$ cat config.mk
export PLATFORM = sky130hd
export DESIGN_NAME = debug_step_ctrl
export DESIGN_NICKNAME = d
export VERILOG_FILES = /design/src/rtl/debug_pkg.sv /design/src/rtl/debug_down_counter.sv /design/src/rtl/debug_step_ctrl.sv
export SDC_FILE = /design/constraint.sdc
export NUM_CORES = 1
export LEC_CHECK = 0
export BUFFER_PORTS_ARGS = -buffer_cell sky130_fd_sc_hd__buf_4
export CORE_ASPECT_RATIO = 0.8
export CORE_MARGIN = 2
export CORE_UTILIZATION = 45
export DETAILED_ROUTE_END_ITERATION = 7
export PLACE_DENSITY = 0.81
export SYNTH_ARGS = -nofsm -noshare
export SYNTH_HDL_FRONTEND = slang
export SYNTH_HIERARCHICAL = 1
export SYNTH_SLANG_ARGS = --single-unit
$ cat constraint.sdc
create_clock -name CLK -period 4.4 [get_ports CLK]
set_input_delay 0.44 -clock CLK [delete_from_list [all_inputs] [get_ports CLK]]
set_output_delay 0.44 -clock CLK [all_outputs]
set_load 0.05 [all_outputs]
$ cat src/rtl/debug_pkg.sv
// Shared types and constants for the debug run-control sequencer.
package debug_pkg;

  typedef enum logic [2:0] {
    ST_INITIAL = 3'd0,
    ST_RUN     = 3'd1,
    ST_HALTING = 3'd2,
    ST_HALTED  = 3'd3,
    ST_STEP    = 3'd4,
    ST_MEM     = 3'd5
  } dbg_state_t;

  localparam logic [3:0] ENABLE_ALL  = 4'b1111;
  localparam logic [3:0] ENABLE_NONE = 4'b0000;

endpackage

$ cat src/rtl/debug_down_counter.sv
// Loadable down counter that saturates at zero and flags when it gets there.
module debug_down_counter
  import debug_pkg::*;
#(
  parameter int W = 8
) (
  input  logic         clk,
  input  logic         rst_n,
  input  logic         load,
  input  logic         dec,
  input  logic [W-1:0] load_value,
  output logic         zero
);

  logic [W-1:0] count_r;

  // Load has priority over decrement; decrement stops at zero.
  always_ff @(posedge clk or negedge rst_n) begin
    if (!rst_n) begin
      count_r <= {W{1'b0}};
    end else if (load) begin
      count_r <= load_value;
    end else if (dec && (count_r != {W{1'b0}})) begin
      count_r <= count_r - W'(1);
    end else begin
      count_r <= count_r;
    end
  end

  assign zero = (count_r == {W{1'b0}});

endmodule

$ cat src/rtl/debug_step_ctrl.sv
// Debug run-control sequencer: halt/run/step/breakpoint handling with pipeline
// drain, plus exclusive memory windows for the debug slave while halted.
module debug_step_ctrl
  import debug_pkg::*;
#(
  parameter int STEP_W       = 8,
  parameter int ADDR_W       = 32,
  parameter int DRAIN_CYCLES = 2
) (
  input  logic              CLK,
  input  logic              RST,
  input  logic              halt_req,
  input  logic              run_req,
  input  logic              step_req,
  input  logic [STEP_W-1:0] step_count,
  input  logic              bp_en,
  input  logic [ADDR_W-1:0] bp_addr,
  input  logic [ADDR_W-1:0] pc,
  input  logic              mem_req,
  input  logic              mem_done,
  output logic              enable_pc_ext,
  output logic [3:0]        enable_ext,
  output logic              halted,
  output logic              bp_hit,
  output logic              mem_grant
);

  localparam int DRAIN_W = (DRAIN_CYCLES > 1) ? $clog2(DRAIN_CYCLES) : 1;

  dbg_state_t        state_r;
  dbg_state_t        state_next;
  logic              first_r;
  logic              running_s;
  logic              running_next_s;
  logic              bp_match_s;
  logic              drain_zero_s;
  logic              step_zero_s;
  logic [STEP_W-1:0] step_load_s;

  assign running_s      = (state_r == ST_RUN) || (state_r == ST_STEP);
  assign running_next_s = (state_next == ST_RUN) || (state_next == ST_STEP);
  // first_r masks the compare on the first running cycle so a resume from the breakpoint PC advances.
  assign bp_match_s     = bp_en && running_s && !first_r && (pc == bp_addr);
  assign step_load_s    = (step_count == {STEP_W{1'b0}}) ? {STEP_W{1'b0}}
                                                         : step_count - STEP_W'(1);

  debug_down_counter #(.W(DRAIN_W)) u_drain_cnt (
    .clk        (CLK),
    .rst_n      (RST),
    .load       ((state_next == ST_HALTING) && (state_r != ST_HALTING)),
    .dec        (state_r == ST_HALTING),
    .load_value (DRAIN_W'(DRAIN_CYCLES - 1)),
    .zero       (drain_zero_s)
  );

  debug_down_counter #(.W(STEP_W)) u_step_cnt (
    .clk        (CLK),
    .rst_n      (RST),
    .load       ((state_next == ST_STEP) && (state_r != ST_STEP)),
    .dec        (state_r == ST_STEP),
    .load_value (step_load_s),
    .zero       (step_zero_s)
  );

  // Next-state selection; from idle states mem_req beats step_req beats run_req.
  always_comb begin
    state_next = state_r;
    case (state_r)
      ST_INITIAL, ST_HALTED: begin
        if (mem_req)       state_next = ST_MEM;
        else if (step_req) state_next = ST_STEP;
        else if (run_req)  state_next = ST_RUN;
        else               state_next = state_r;
      end
      ST_RUN: begin
        if (halt_req || bp_match_s) state_next = ST_HALTING;
        else                        state_next = ST_RUN;
      end
      ST_HALTING: begin
        if (drain_zero_s) state_next = ST_HALTED;
        else              state_next = ST_HALTING;
      end
      ST_STEP: begin
        if (halt_req || bp_match_s || step_zero_s) state_next = ST_HALTING;
        else                                       state_next = ST_STEP;
      end
      ST_MEM: begin
        if (mem_done) state_next = ST_HALTED;
        else          state_next = ST_MEM;
      end
      default: state_next = ST_INITIAL;
    endcase
  end

  // State register and outputs decoded from the next state.
  always_ff @(posedge CLK or negedge RST) begin
    if (!RST) begin
      state_r       <= ST_INITIAL;
      first_r       <= 1'b0;
      enable_pc_ext <= 1'b0;
      enable_ext    <= ENABLE_NONE;
      halted        <= 1'b1;
      bp_hit        <= 1'b0;
      mem_grant     <= 1'b0;
    end else begin
      state_r       <= state_next;
      first_r       <= running_next_s && !running_s;
      enable_pc_ext <= running_next_s;
      enable_ext    <= (running_next_s || (state_next == ST_HALTING)) ? ENABLE_ALL : ENABLE_NONE;
      halted        <= (state_next == ST_INITIAL) || (state_next == ST_HALTED) ||
                       (state_next == ST_MEM);
      bp_hit        <= bp_match_s;
      mem_grant     <= (state_next == ST_MEM);
    end
  end

endmodule

== Word-level counts from Yosys, hierarchy flattened ==
Index checks and enable logic that the tools add are counted.
Word-level totals
  output and inout bits: 8
  word-level logic and storage cells: 64
  register bits: 21
  input bits: 80
Operators by class
  add/sub/neg operators: 3
  multiplexer cells: 14
  reductions and logical operators: 25
  equal/unequal tests: 13
Operators with widths (count)
  32-bit == test: 1
  8-bit 2-to-1 mux: 3
  8-bit zero test: 2
  8-bit by 1-bit subtractor with 8-bit output, second input constant: 2
  3-bit 2-to-1 mux: 5
  3-bit one-hot mux with 5 select lines: 1
  3-bit by 2-bit == test with 1-bit output, second input constant: 4
  3-bit == test, second input constant: 4
  1-bit logical AND: 8
  8-bit nonzero test: 1
  1-bit logical OR: 7
  3-bit by 1-bit == test with 1-bit output, second input constant: 2
  3-bit zero test: 2
  4-bit 2-to-1 mux: 1
  2-bit nonzero test: 2
  1-bit 2-to-1 mux: 3
  3-bit by 2-bit inequality test with 1-bit output, second input constant: 1
  3-bit inequality test, second input constant: 1
  1-bit zero test: 2
  2-bit 2-to-1 mux: 1
  2-bit OR reduction: 1
  1-bit subtractor, second input constant: 1

== Depth between registers and ports, before layout ==
Gate-level depths: netlist (run 1).
  depth in word-level cells: 13
  gate-level depth with buffers: 12
  gate-level depth less buffers: 10

== Hierarchy ==
The synthesis (run 1) kept the hierarchy.
Modules (own cells, without submodules)
  debug_step_ctrl: sequential area each 226.5 µm², instances 1, cells an instance 132, area each 1033.5 µm²
  debug_down_counter at u_step_cnt: sequential area each 200.2 µm², instances 1, cells an instance 58, area each 528.0 µm²
  debug_down_counter at u_drain_cnt: sequential area each 25.0 µm², instances 1, cells an instance 4, area each 45.0 µm²

== Worst setup path before layout (run 1) ==
Ideal clock, no wire load.
  path type: register to register
  start point: register state_r[1]
  end point: register u_step_cnt.count_r[7]
  data arrival time: 3.095 ns
  clock period less this slack: 3.221 ns
  cell stages (with the launch flop): 12
  data required time: 4.274 ns
  slack: 1.179 ns
  path buffers: 2
  path through: dfrtp_1 -> buf_2 -> nor3b_1 -> a21o_1 -> nand4_1 -> or4_4 -> a221o_1 -> buf_6 -> nor2_1 -> clkinv_1 -> o311a_1 -> a221o_1
RTL lines
  from (decl): RTL line debug_step_ctrl.sv:30  | dbg_state_t state_r;
  from (signal assigned): RTL line debug_step_ctrl.sv:106  | state_r <= state_next;
  3-bit by 1-bit == test with 1-bit output / 3-bit == test (equally long branches): RTL line debug_step_ctrl.sv:40, debug_step_ctrl.sv:68
  1-bit logical OR: RTL line debug_step_ctrl.sv:40  | assign running_s = (state_r == ST_RUN) || (state_r == ST_STEP);
  1-bit logical AND (3 in series): RTL line debug_step_ctrl.sv:43  | assign bp_match_s = bp_en && running_s && !first_r && (pc == bp_addr);
  1-bit logical OR: RTL line debug_step_ctrl.sv:76  | if (halt_req || bp_match_s) state_next = ST_HALTING;
  2-bit 2-to-1 mux: RTL line debug_step_ctrl.sv:76
  3-bit one-hot mux with 5 select lines *: RTL line debug_step_ctrl.sv:68  | case (state_r)
  named net state_next[0]: RTL line debug_step_ctrl.sv:31  | dbg_state_t state_next;
  3-bit == test *: RTL line debug_step_ctrl.sv:59  | .load ((state_next == ST_STEP) && (state_r != ST_STEP)),
  1-bit logical AND *: RTL line debug_step_ctrl.sv:59
  8-bit 2-to-1 mux / 2-bit nonzero test (equally long branches)
  to (signal assigned): RTL line debug_down_counter.sv:20  | count_r <= {W{1'b0}};
  to (signal assigned): RTL line debug_down_counter.sv:22  | count_r <= load_value;
  to (signal assigned): RTL line debug_down_counter.sv:24  | count_r <= count_r - W'(1);
  to (decl): RTL line debug_down_counter.sv:15  | logic [W-1:0] count_r;
Mark *: on every way through the listed nets, which the timed path passes. The rest lies on a longest branch.
A chain may end at the register's enable or synchronous reset.

== Worst setup path after layout (run 1) ==
  start point: register state_r[0]
  end point: register u_step_cnt.count_r[7]
On the way
  longest elaborated chain between the ends: 12
Ends and longest elaborated chain
  3-bit by 1-bit == test with 1-bit output / 3-bit == test (equally long branches): RTL line debug_step_ctrl.sv:40, debug_step_ctrl.sv:68, debug_step_ctrl.sv:60
  1-bit logical OR: RTL line debug_step_ctrl.sv:40
  1-bit logical AND (3 in series): RTL line debug_step_ctrl.sv:43
  1-bit logical OR: RTL line debug_step_ctrl.sv:76, debug_step_ctrl.sv:84
  1-bit logical OR: RTL line debug_step_ctrl.sv:84  | if (halt_req || bp_match_s || step_zero_s) state_next = ST_HALTING;
  3-bit 2-to-1 mux: RTL line debug_step_ctrl.sv:84
  3-bit one-hot mux with 5 select lines: RTL line debug_step_ctrl.sv:68
  3-bit == test: RTL line debug_step_ctrl.sv:59
  1-bit logical AND: RTL line debug_step_ctrl.sv:59
  8-bit 2-to-1 mux / 2-bit nonzero test (equally long branches)
Parallel ways exist; a longest one is shown, timed or not.

==> results of run 1 <==
[cells in the final DEF, fill, tap and decap left out, drive strengths merged, types with 4 or more instances in the layout]
master  instances
buf            89
xor2           24
nor2           20
dfrtp          17
inv            15
nor3            8
xnor2           8
o21ai           8
nand2           7
a21oi           6
nor3b           5
nor4            5
nand3           5
or4             5
nand4           4
or3             4
a31oi           4
clkbuf          4
o31ai           4
[critical path, cell delays in order, from the launching register on]
cell and delay [ps]:
dfrtp_1 500, nor3b_1 230, buf_4 180, a21o_1 110, nand4_1 100, or4_4 570
a221o_1 430, nor2_1 130, buf_4 200, clkinv_1 270, o311a_1 220, a221o_1 250
[final timing paths]
check	endpoint	slack, ps
min in group CLK	u_drain_cnt/count_r	550
worst max-delay path	u_step_cnt/count_r[7]	1100
max in group asynchronous	halted	4110
worst min register to register	u_drain_cnt/count_r	550
worst max register to register	u_step_cnt/count_r[7]	1100
worst min-delay path	u_drain_cnt/count_r	40
[metrics by stage]
step | setup slack [ps] | power (mW) | cell area (µm²) | hold WS (ps)
floorplan | 1180 | 0.868 | 1610 | 144
global placement | 945 | 1.03 | 2280 | 318
detailed placement | 909 | 1.05 | 2280 | 319
CTS | 1130 | 1.19 | 2330 | 44.8
global route | 858 | 1.29 | 2330 | 42.0
finish | 1100 | 1.19 | 2330 | 38.6
[power groups by stage]
stage | Clock [mW] | Combinational, mW | Sequential (mW)
4_1_cts | 0.137 | 0.716 | 0.335
3_5_place_dp | 0 | 0.708 | 0.340
3_3_place_gp | 0 | 0.695 | 0.336
6_report | 0.136 | 0.718 | 0.338
2_1_floorplan | 0 | 0.507 | 0.361
5_1_grt | 0.149 | 0.784 | 0.353
[routing by layer]
metal  share of wire [%]  wire (µm)  vias to the layer above  GRT usage (%)
met5                   0          0                        -              0
met4                 2.0         86                        0           7.82
met3                 7.8        335                       10           5.65
met1                  40       1710                      809           26.5
li1                    -          -                      867              -
met2                  50       2160                       73           38.9
[cells by family (layout without fill, tap and decap cells)]
kind of cell / Yosys count / in the layout / synth area share [%]
xor+xnor: 32 / 32 / 17.9
fa+ha+maj: 3 / 3 / 2.34
simple gates: 71 / 71 / 23.8
compound gates: 45 / 45 / 20.6
flops: 18 / 18 / 28.1
other cells: 1 / 1 / 0.233
buf+inv: 24 / 109 / 6.93
[state kept, by name, indices dropped and copies added, names as in the netlist]
| name | flops |
|---|---|
| first_r | 1 |
| state_r | 3 |
| enable_ext | 1 |
| u_drain_cnt/count_r | 1 |
| mem_grant | 1 |
| u_step_cnt/count_r | 8 |
| bp_hit | 1 |
| enable_pc_ext | 1 |
| halted | 1 |
[area by class of cell]
class                      count  area (µm²)
sequential                    18         452
inverter                      16        60.1
tap                           42        52.6
multi-input combinational    152        1040
clock buffer                   4        55.1
fill                         304        1090
timing repair buffer          89         668
==> run summary, run 1 <==
Outcome - finished, final reports clean
DRT Wirelength - 4290 µm
Cell area after synthesis - 1610 µm²
Proportion of power drawn by flip-flops and latches - 28.4%
Worst skew pair latency - 250 ps
Clock buffer count from CTS - 3
Part of the Yosys area used for sequential elements - 28.1%
Antenna violations before repair - 0
Syn-to-layout area delta - 45.1%
Prevailing post-synth register cell - dfrtp_1
Cells after Synth - 194
Post_cts resized - 0
CTS tree - done
DRT Pass-1 Iters - 4
Arrival time worst endpoint - 3440 ps
DR vias/cell - 5.48
Final nets - 363
Leak - 1.09 nW
Vias in the first global route - 1689
Clock buffer depth - 2
Largest net degree at the start of global routing - 19
Setup TNS - 0 ps
CP Class - reg2reg
Root buf cell - clkbuf_8
Num rows - 19
Placed cell count - 317
Total global routing overflow - 0
Hold Path Class - in2async
Via count - 1759
DR iter-0 viols - 127
Antenna cells - 0
Total internal power - 0.635 mW
Core area - 3420 µm²
Post-CTS Setup Bufs - 0
Commonest cells in the netlist - xor2_1 (24), nor2_1 (20), dfrtp_1 (17), inv_1 (13), nor3_1 (8)
Cell taking the most area after synthesis - dfrtp_1
Max FO, Critical Path - 14
First-pass GRT wire length - 7190 µm
Worst Setup SP - state_r[0]
Dpl hpwl - 3630 µm
Unrepaired setup endpoints after global routing - no
Net Sw Power - 0.556 mW
Initial Utilization - 46.9%
Post-synth EDFFs - 0
Slew Limit Fails - 0
Max Clock Skew - 1.44 ps
P per Cell Area - 511 nW/µm²
Non-filler cells, final - 321
Io pins - 88
IO buf count - 87
Die height - 57.4 µm
Hold buffer count at CTS - 0
Max_cap viols - 0
F_max - 303 MHz
Unique masters post-synth - 54
Top-count cell post-synth - xor2_1
Worst r2r src - state_r[0]
CP startpoint kind - register
Fin crit period - 3300 ps
Clk sinks - 18
Post-Syn Nets - 277
Antenna Violating Nets Remaining - 0
Area contributors post-synth - dfrtp_1 (26%), xor2_1 (13%), nor2_1 (4.7%)
Layout cell share with drive strength beyond 1 - 36.6%
VDD IR-drop max - 257 µV
Avg WL per Cell - 13.4 µm
Hold Vio Cnt, Final - 0
CP Capture Type - register
H-Tree Depth - 1
Die Wd - 70.8 µm
Post-synth top area share - 26.5%
Ys async rst share - 100%
R2R depth - 11
DRC Markers - 0
Synth warn - 6
Routability cong. - 0.868
Utilization of the core after routing - 68.1%
Worst-margin pin slew - 692 ps
Clock share of power - 11.4%
Die ar. - 4070 µm²
Clock slew seen by the registers of the worst setup and hold paths - 70 ps
Worst rel slew slack - 53.5%
Avg Cell Area, Syn - 8.28 µm²
#FFs+latches synth - 18
Switch share - 46.7%
Final setup viols - 0
Final period util - 75.0%
Total GRT Usage - 22.1%
Critical Path RT - 4540 ps
Power share of the combinational group - 60.2%
(Power assumes the default switching activity.)
==> run 2, diff against run 1 <==
ABC_AREA = 1   (was unset)
PLACE_DENSITY = 0.78   (was 0.81)
clock period = 3 ns   (was 4.4 ns; I/O delays follow)
==> run 2 against run 1 <==
Non-clock buffer count is the same. Sequential share of layout area shrank 4.2 points. Synthesized cell count grew 110%. Global-route usage grew 1.2 points. Largest power group unchanged. Sequential power grew 39%. Die area grew 35%. Critical endpoint is now u_step_cnt/count_r[3]. Clock power grew 44%. Clock skew grew 0.87 ps. Via count grew 51%. Total power grew 80%. Worst setup slack lost 420 ps. Highest routed layer unchanged.
==> run summary, run 2 <==
Outcome - finished, final reports clean (unchanged)
Family with the most delay on the worst path - simple AND/OR/NAND/NOR gates (unchanged)
Part of the Yosys area used for sequential elements - 20.5% (was 28.1%)
Avg WL per Cell - 11.4 µm (was 13.4 µm)
Via count - 2653 (was 1759)
Post_cts resized - 0 (unchanged)
Final period util - 77.5% (was 75.0%)
Slew Limit Fails - 0 (unchanged)
Io pins - 88 (unchanged)
WP depth - 18 (was 11)
F_max - 430 MHz (was 303 MHz)
Layout cell share with drive strength beyond 1 - 25.3% (was 36.6%)
Setup TNS - 0 ps (unchanged)
DRT Pass-1 Iters - 5 (was 4)
Dpl hpwl - 5400 µm (was 3630 µm)
Slowest stage delay, CP - 450 ps (was 570 ps)
Root buf cell - clkbuf_8 (unchanged)
Routability cong. - 0.969 (was 0.868)
Critical Path RT - 3140 ps (was 4540 ps)
Switch share - 53.3% (was 46.7%)
Total global routing overflow - 0 (unchanged)
CP Buf/Inv Count - 5 (was 3)
Utilization of the core after routing - 64.0% (was 68.1%)
Net Sw Power - 1.14 mW (was 0.556 mW)
P per Cell Area - 720 nW/µm² (was 511 nW/µm²)
Worst rel slew slack - 56.6% (was 53.5%)
Clock slew seen by the registers of the worst setup and hold paths - 70 ps (about the same)
Die height - 66.6 µm (was 57.4 µm)
Xor and xnor area share after synthesis - 3.98% (was 17.9%)
Hold buffer count at CTS - 1 (was 0)
Syn-to-layout area delta - 35.2% (was 45.1%)
Die ar. - 5480 µm² (was 4070 µm²)
Cells after Synth - 398 (was 194)
CTS tree - done (unchanged)
Complex-gate fraction of the synthesized area - 7.44% (was 20.6%)
Proportion of power drawn by flip-flops and latches - 21.9% (was 28.4%)
#FFs+latches synth - 18 (unchanged)
Leak - 1.78 nW (was 1.09 nW)
Antenna violations before repair - 0 (unchanged)
CP startpoint kind - register (unchanged)
Top-count cell post-synth - nand2_1 (was xor2_1)
Worst Hold Depth - 4
Tot Pwr - 2.14 mW (was 1.19 mW)
CP cell instances - inv_2 -> o21ai_2 -> nor2_1 -> nand2_1 -> nor2_2 -> nand3_2 -> nand2_2 -> nor2_2 -> nand2_2 -> nand2_2 -> clkinv_2 -> nor3_1 -> buf_4 -> inv_1 -> nand2_4 -> clkinv_2 -> nand2_1 -> nand2_1 (was nor3b_1 -> buf_4 -> a21o_1 -> nand4_1 -> or4_4 -> a221o_1 -> nor2_1 -> buf_4 -> clkinv_1 -> o311a_1 -> a221o_1)
DR vias/cell - 4.85 (was 5.48)
Num rows - 22 (was 19)
IO buf count - 87 (unchanged)
Post-Syn Nets - 481 (was 277)
Adder-Cell Fraction of Synth Area - 1.70% (was 2.34%)
Unrepaired setup endpoints after global routing - no (unchanged)
Initial Utilization - 47.4% (was 46.9%)
Main combinational cell family by area after synthesis - simple AND/OR/NAND/NOR gates (unchanged)
Fin crit period - 2330 ps (was 3300 ps)
Total internal power - 1.00 mW (was 0.635 mW)
Cell area after synthesis - 2200 µm² (was 1610 µm²)
CP Capture Type - register (unchanged)
Max_cap viols - 0 (unchanged)
DRC Markers - 0 (unchanged)
Worst skew pair latency - 250 ps (about the same)
Post-synthesis mux area share - 0% (unchanged)
Synth Area in Simple Gates - 49.5% (was 23.8%)
Max Clock Skew - 2.31 ps (was 1.44 ps)
DR iter-0 viols - 126 (was 127)
VDD IR-drop max - 568 µV (was 257 µV)
Avg Cell Area, Syn - 5.54 µm² (was 8.28 µm²)
Synth warn - 6 (unchanged)
Core area - 4650 µm² (was 3420 µm²)
Final setup viols - 0 (unchanged)
Hold Vio Cnt, Final - 0 (unchanged)
Fillers - 465 (was 304)
DRT Wirelength - 6240 µm (was 4290 µm)
Commonest non-fill, non-tap cells in the layout - nand2_1 (128), buf_4 (88), inv_1 (85) (was buf_4 (89), xor2_1 (24), nor2_1 (20))
Clock buffer count from CTS - 3 (unchanged)
Placed cell count - 542 (was 317)
Largest Register - u_step_cnt/count_r (unchanged)
Cell taking the most area after synthesis - nand2_1 (was dfrtp_1)
Ys async rst share - 100% (unchanged)
Clk sinks - 18 (unchanged)
Clock share of power - 9.1% (was 11.4%)
CP Class - reg2reg (unchanged)
Vias in the first global route - 2336 (was 1689)
Commonest cells in the netlist - nand2_1 (128), inv_1 (85), nor2_1 (52), nand3_1 (24), dfrtp_1 (17) (was xor2_1 (24), nor2_1 (20), dfrtp_1 (17), inv_1 (13), nor3_1 (8))
Largest register FFs - 8 (unchanged)
Prevailing post-synth register cell - dfrtp_1 (unchanged)
H-Tree Depth - 1 (unchanged)
Largest net degree at the start of global routing - 19 (unchanged)
R2R depth - 18 (was 11)
Post-synth top area share - 21.8% (was 26.5%)
Slowest CP cell - dfrtp_1 (was or4_4)
Unique masters post-synth - 35 (was 54)
First-pass GRT wire length - 10100 µm (was 7190 µm)
Die Wd - 82.2 µm (was 70.8 µm)
Final nets - 571 (was 363)
Area contributors post-synth - nand2_1 (22%), dfrtp_1 (19%), inv_1 (14%) (was dfrtp_1 (26%), xor2_1 (13%), nor2_1 (4.7%))
Post-CTS Setup Bufs - 0 (unchanged)
Max FO, Critical Path - 13 (was 14)
Biggest regs - u_step_cnt/count_r: 8 flops, state_r: 3 flops (unchanged)
Total GRT Usage - 23.4% (was 22.1%)
Non-filler cells, final - 547 (was 321)
Hold Path Class - in2reg (was in2async)
Power share of the combinational group - 68.9% (was 60.2%)
Worst-margin pin slew - 635 ps (was 692 ps)
Post-synth EDFFs - 0 (unchanged)
Most common cell after layout, fill and taps aside - nand2_1 (was buf_4)
Antenna cells - 0 (unchanged)
Antenna Violating Nets Remaining - 0 (unchanged)
Clock buffer depth - 2 (unchanged)
Arrival time worst endpoint - 2470 ps (was 3440 ps)
[run 2: worst paths after layout]
check / start / to / slack [ps]
setup / recovery: state_r[2] / u_step_cnt/count_r[3] / 670
hold / removal: pc[8] / bp_hit / 380
hold reg to reg: u_drain_cnt/count_r / u_drain_cnt/count_r / 510
min in group asynchronous: RST / u_step_cnt/count_r[6] / 470
max in group asynchronous: RST / halted / 2280
setup reg to reg: state_r[2] / u_step_cnt/count_r[3] / 670
[run 2: cell families after synthesis]
| kind of cell | count (synthesis) |
|---|---|
| flops | 18 |
| other cells | 1 |
| simple gates | 248 |
| compound gates | 24 |
| fa+ha+maj | 3 |
| xor+xnor | 10 |
| buf+inv | 94 |
[run 2: worst reg2reg max path, stage by stage (launching register included)]
cell and delay [ps]:
dfrtp_1 450, inv_2 110, o21ai_2 160, nor2_1 60, nand2_1 80, nor2_2 50
nand3_2 90, nand2_2 80, nor2_2 100, nand2_2 50, nand2_2 90, clkinv_2 70
nor3_1 130, buf_4 200, inv_1 160, nand2_4 150, clkinv_2 70, nand2_1 60
nand2_1 50
[run 2: power groups by stage]
stage | Sequential [mW] | Combinational [mW] | Clock, mW
floorplan | 0.539 | 1.03 | 0
global placement | 0.469 | 1.44 | 0
detailed placement | 0.471 | 1.47 | 0
CTS | 0.468 | 1.47 | 0.200
global route | 0.484 | 1.67 | 0.209
finish | 0.470 | 1.48 | 0.196
[run 2: per-layer routing]
metal,GRT usage (%),part of all wire [%],up-vias
li1,-,-,1379
met1,34.2,50,1155
met2,36.2,40,113
met3,5.01,9.6,6
met4,2.29,0.54,0
met5,0,0,-
[run 2: cell type report]
cell class	count	area, µm²	share of cell area [%]
multi-input cells	286	1380	46.5
inverters	90	342	11.5
well taps	60	75.1	2.52
repair buffers	89	671	22.5
clock buffers	4	55.1	1.85
flip-flops and latches	18	452	15.2
[run 2: through the flow]
| stage | hold WS [ps] | setup slack (ps) | cell area, µm² |
|---|---|---|---|
| after floorplan | 4.41 | 883 | 2200 |
| after global placement | 180 | 729 | 2910 |
| after detailed placement | 180 | 626 | 2910 |
| after CTS | 377 | 697 | 2980 |
| after global routing | 404 | 407 | 2980 |
| final | 379 | 675 | 2980 |
==> run 3, diff against run 2 <==
PLACE_DENSITY = 0.75   (was 0.78)
clock period = 2.4 ns   (was 3 ns; I/O delays follow)
==> run 3 against run 2 <==
Die area stayed put. Global-route usage grew 0.66 points. Fmax grew 12%. Sequential cell count did not move. Count of clock-buffer cells in the layout did not move. Routed wire length is 0.27% lower. Largest power group unchanged.
==> run summary, run 3 (same netlist as run 2, synthesis figures left out) <==
Die height - 66.6 µm (unchanged)
Critical Path RT - 2580 ps (was 3140 ps)
Antenna violations before repair - 0 (unchanged)
CP startpoint kind - register (unchanged)
Unrepaired setup endpoints after global routing - no (unchanged)
P per Cell Area - 908 nW/µm² (was 720 nW/µm²)
Worst slack, placed - 203 ps (was 626 ps)
Num rows - 22 (unchanged)
Io pins - 88 (unchanged)
Final period util - 86.5% (was 77.5%)
Clock buffer count from CTS - 3 (unchanged)
First-pass GRT wire length - 10300 µm (was 10100 µm)
Worst Setup SP - state_r[2] (unchanged)
Outcome - finished, final reports clean (unchanged)
Vias in the first global route - 2332 (was 2336)
Worst rel slew slack - 43.4% (was 56.6%)
Total GRT Usage - 24.0% (was 23.4%)
Largest Register - u_step_cnt/count_r (unchanged)
Routability cong. - 0.907 (was 0.969)
Max Clock Skew - 2.45 ps (was 2.31 ps)
Largest register FFs - 8 (unchanged)
Total global routing overflow - 0 (unchanged)
Die ar. - 5480 µm² (unchanged)
Largest net degree at the start of global routing - 19 (unchanged)
Biggest regs - u_step_cnt/count_r: 8 flops, state_r: 3 flops (unchanged)
Initial Utilization - 47.4% (unchanged)
H-Tree Depth - 1 (unchanged)
Slew Limit Fails - 0 (unchanged)
Avg WL per Cell - 11.4 µm (about the same)
CTS tree - done (unchanged)
Max FO, Critical Path - 12 (was 13)
Clock buffer depth - 2 (unchanged)
Hold Vio Cnt, Final - 0 (unchanged)
Antenna Violating Nets Remaining - 0 (unchanged)
CP Capture Type - register (unchanged)
VDD IR-drop max - 793 µV (was 568 µV)
Post-CTS Setup Bufs - 0 (unchanged)
Worst-margin pin slew - 828 ps (was 635 ps)
Area of the multi-input gates - 1390 µm² (was 1380 µm²)
Worst Hold Slack - 294 ps (was 379 ps)
Reg area - 452 µm² (unchanged)
Clk sinks - 18 (unchanged)
Leak - 1.78 nW (about the same)
F_max - 482 MHz (was 430 MHz)
Dpl hpwl - 5350 µm (was 5400 µm)
Antenna cells - 0 (unchanged)
Die Wd - 82.2 µm (unchanged)
DRT Wirelength - 6220 µm (was 6240 µm)
Worst r2r src - state_r[2] (unchanged)
Final WS setup - 323 ps (was 675 ps)
Fin crit period - 2080 ps (was 2330 ps)
Most common cell after layout, fill and taps aside - nand2_1 (unchanged)
Worst skew pair latency - 250 ps (about the same)
Root buf cell - clkbuf_8 (unchanged)
Final setup viols - 0 (unchanged)
DRT Pass-1 Iters - 5 (unchanged)
Syn-to-layout area delta - 35.4% (was 35.2%)
IO buf count - 87 (unchanged)
CP Class - reg2reg (unchanged)
Layout cell share with drive strength beyond 1 - 25.7% (was 25.3%)
Via count - 2619 (was 2653)
Core area - 4650 µm² (unchanged)
Max_cap viols - 0 (unchanged)
DR vias/cell - 4.79 (was 4.85)
Hold Path Class - in2reg (unchanged)
Worst Hold Launch - pc[8] (unchanged)
DR iter-0 viols - 186 (was 126)
Commonest non-fill, non-tap cells in the layout - nand2_1 (128), buf_4 (88), inv_1 (84) (was nand2_1 (128), buf_4 (88), inv_1 (85))
Fillers - 454 (was 465)
Arrival time worst endpoint - 2260 ps (was 2470 ps)
Final nets - 571 (unchanged)
DRC Markers - 0 (unchanged)
Clock slew seen by the registers of the worst setup and hold paths - 70 ps (about the same)
Setup TNS - 0 ps (unchanged)
==> run 3: cell types whose count changed in the layout (fill, tap and decap cells not counted) <==
cell	change
inv_1	-1
inv_2	+1
nor3_1	-1
nor3_2	+1
==> run 3: routing by layer <==
metal | share of wire [%] | track usage (%) | vias to the layer above | wire (µm)
li1 | - | - | 1378 | -
met5 | 0 | 0 | - | 0
met3 | 9.4 | 4.07 | 4 | 582
met2 | 40 | 36.2 | 99 | 2470
met1 | 51 | 37.3 | 1138 | 3160
met4 | 0.19 | 0.833 | 0 | 12
==> run 3: stage by stage <==
stage               instance area [µm²]  cells  total power [mW]  util (%)
finish                             2980    547              2.71      64.1
global route                       2980    547              2.98      64.1
CTS                                2980    547              2.69      64.0
detailed placement                 2910    542              2.43      62.6
global placement                   2910    542              2.41      62.6
floorplan                          2200    398              1.96         -
==> run 3: what timing repair did <==
item,in CTS,in global routing
hold buffers,1,0
gates resized for setup,0,2
endpoints found under the setup margin,0,3
hold endpoints to repair,17,0
==> run 3: path summary, 6_finish.rpt <==
kind,end,slack (ps),cells after the start
hold reg to reg,u_drain_cnt/count_r,510,2
min in group asynchronous,state_r[2],390,2
max in group asynchronous,halted,1750,2
setup reg to reg,u_step_cnt/count_r[1],320,18
setup / recovery,u_step_cnt/count_r[1],320,18
hold / removal,bp_hit,290,4
==> run 3: area by class of cell <==
class	instances	share of cell area, %
inverters	90	11.5
clock buffers	4	1.85
multi-input cells	286	46.6
well taps	60	2.52
flip-flops and latches	18	15.1
repair buffers	89	22.5
==> run 3: power by group <==
| part | switching, mW | internal (mW) |
|---|---|---|
| Combinational | 1.23 | 0.648 |
| Sequential | 0.119 | 0.462 |
| Clock | 0.102 | 0.146 |
| Total | 1.45 | 1.26 |
==> run 3: worst max-delay path: stages, from the launching register on <==
cell and delay [ps]:
dfrtp_1 440, inv_2 130, nand2_2 60, o21ai_2 60
nor2_1 60, nand2_1 60, nor2_2 40, nand3_2 80
nand2_2 70, nor2_2 90, nand2_2 50, nand2_2 90
clkinv_2 80, nor3_2 160, buf_4 200, nand2_1 60
o21ai_0 80, nand2_1 90, o21ai_1 80
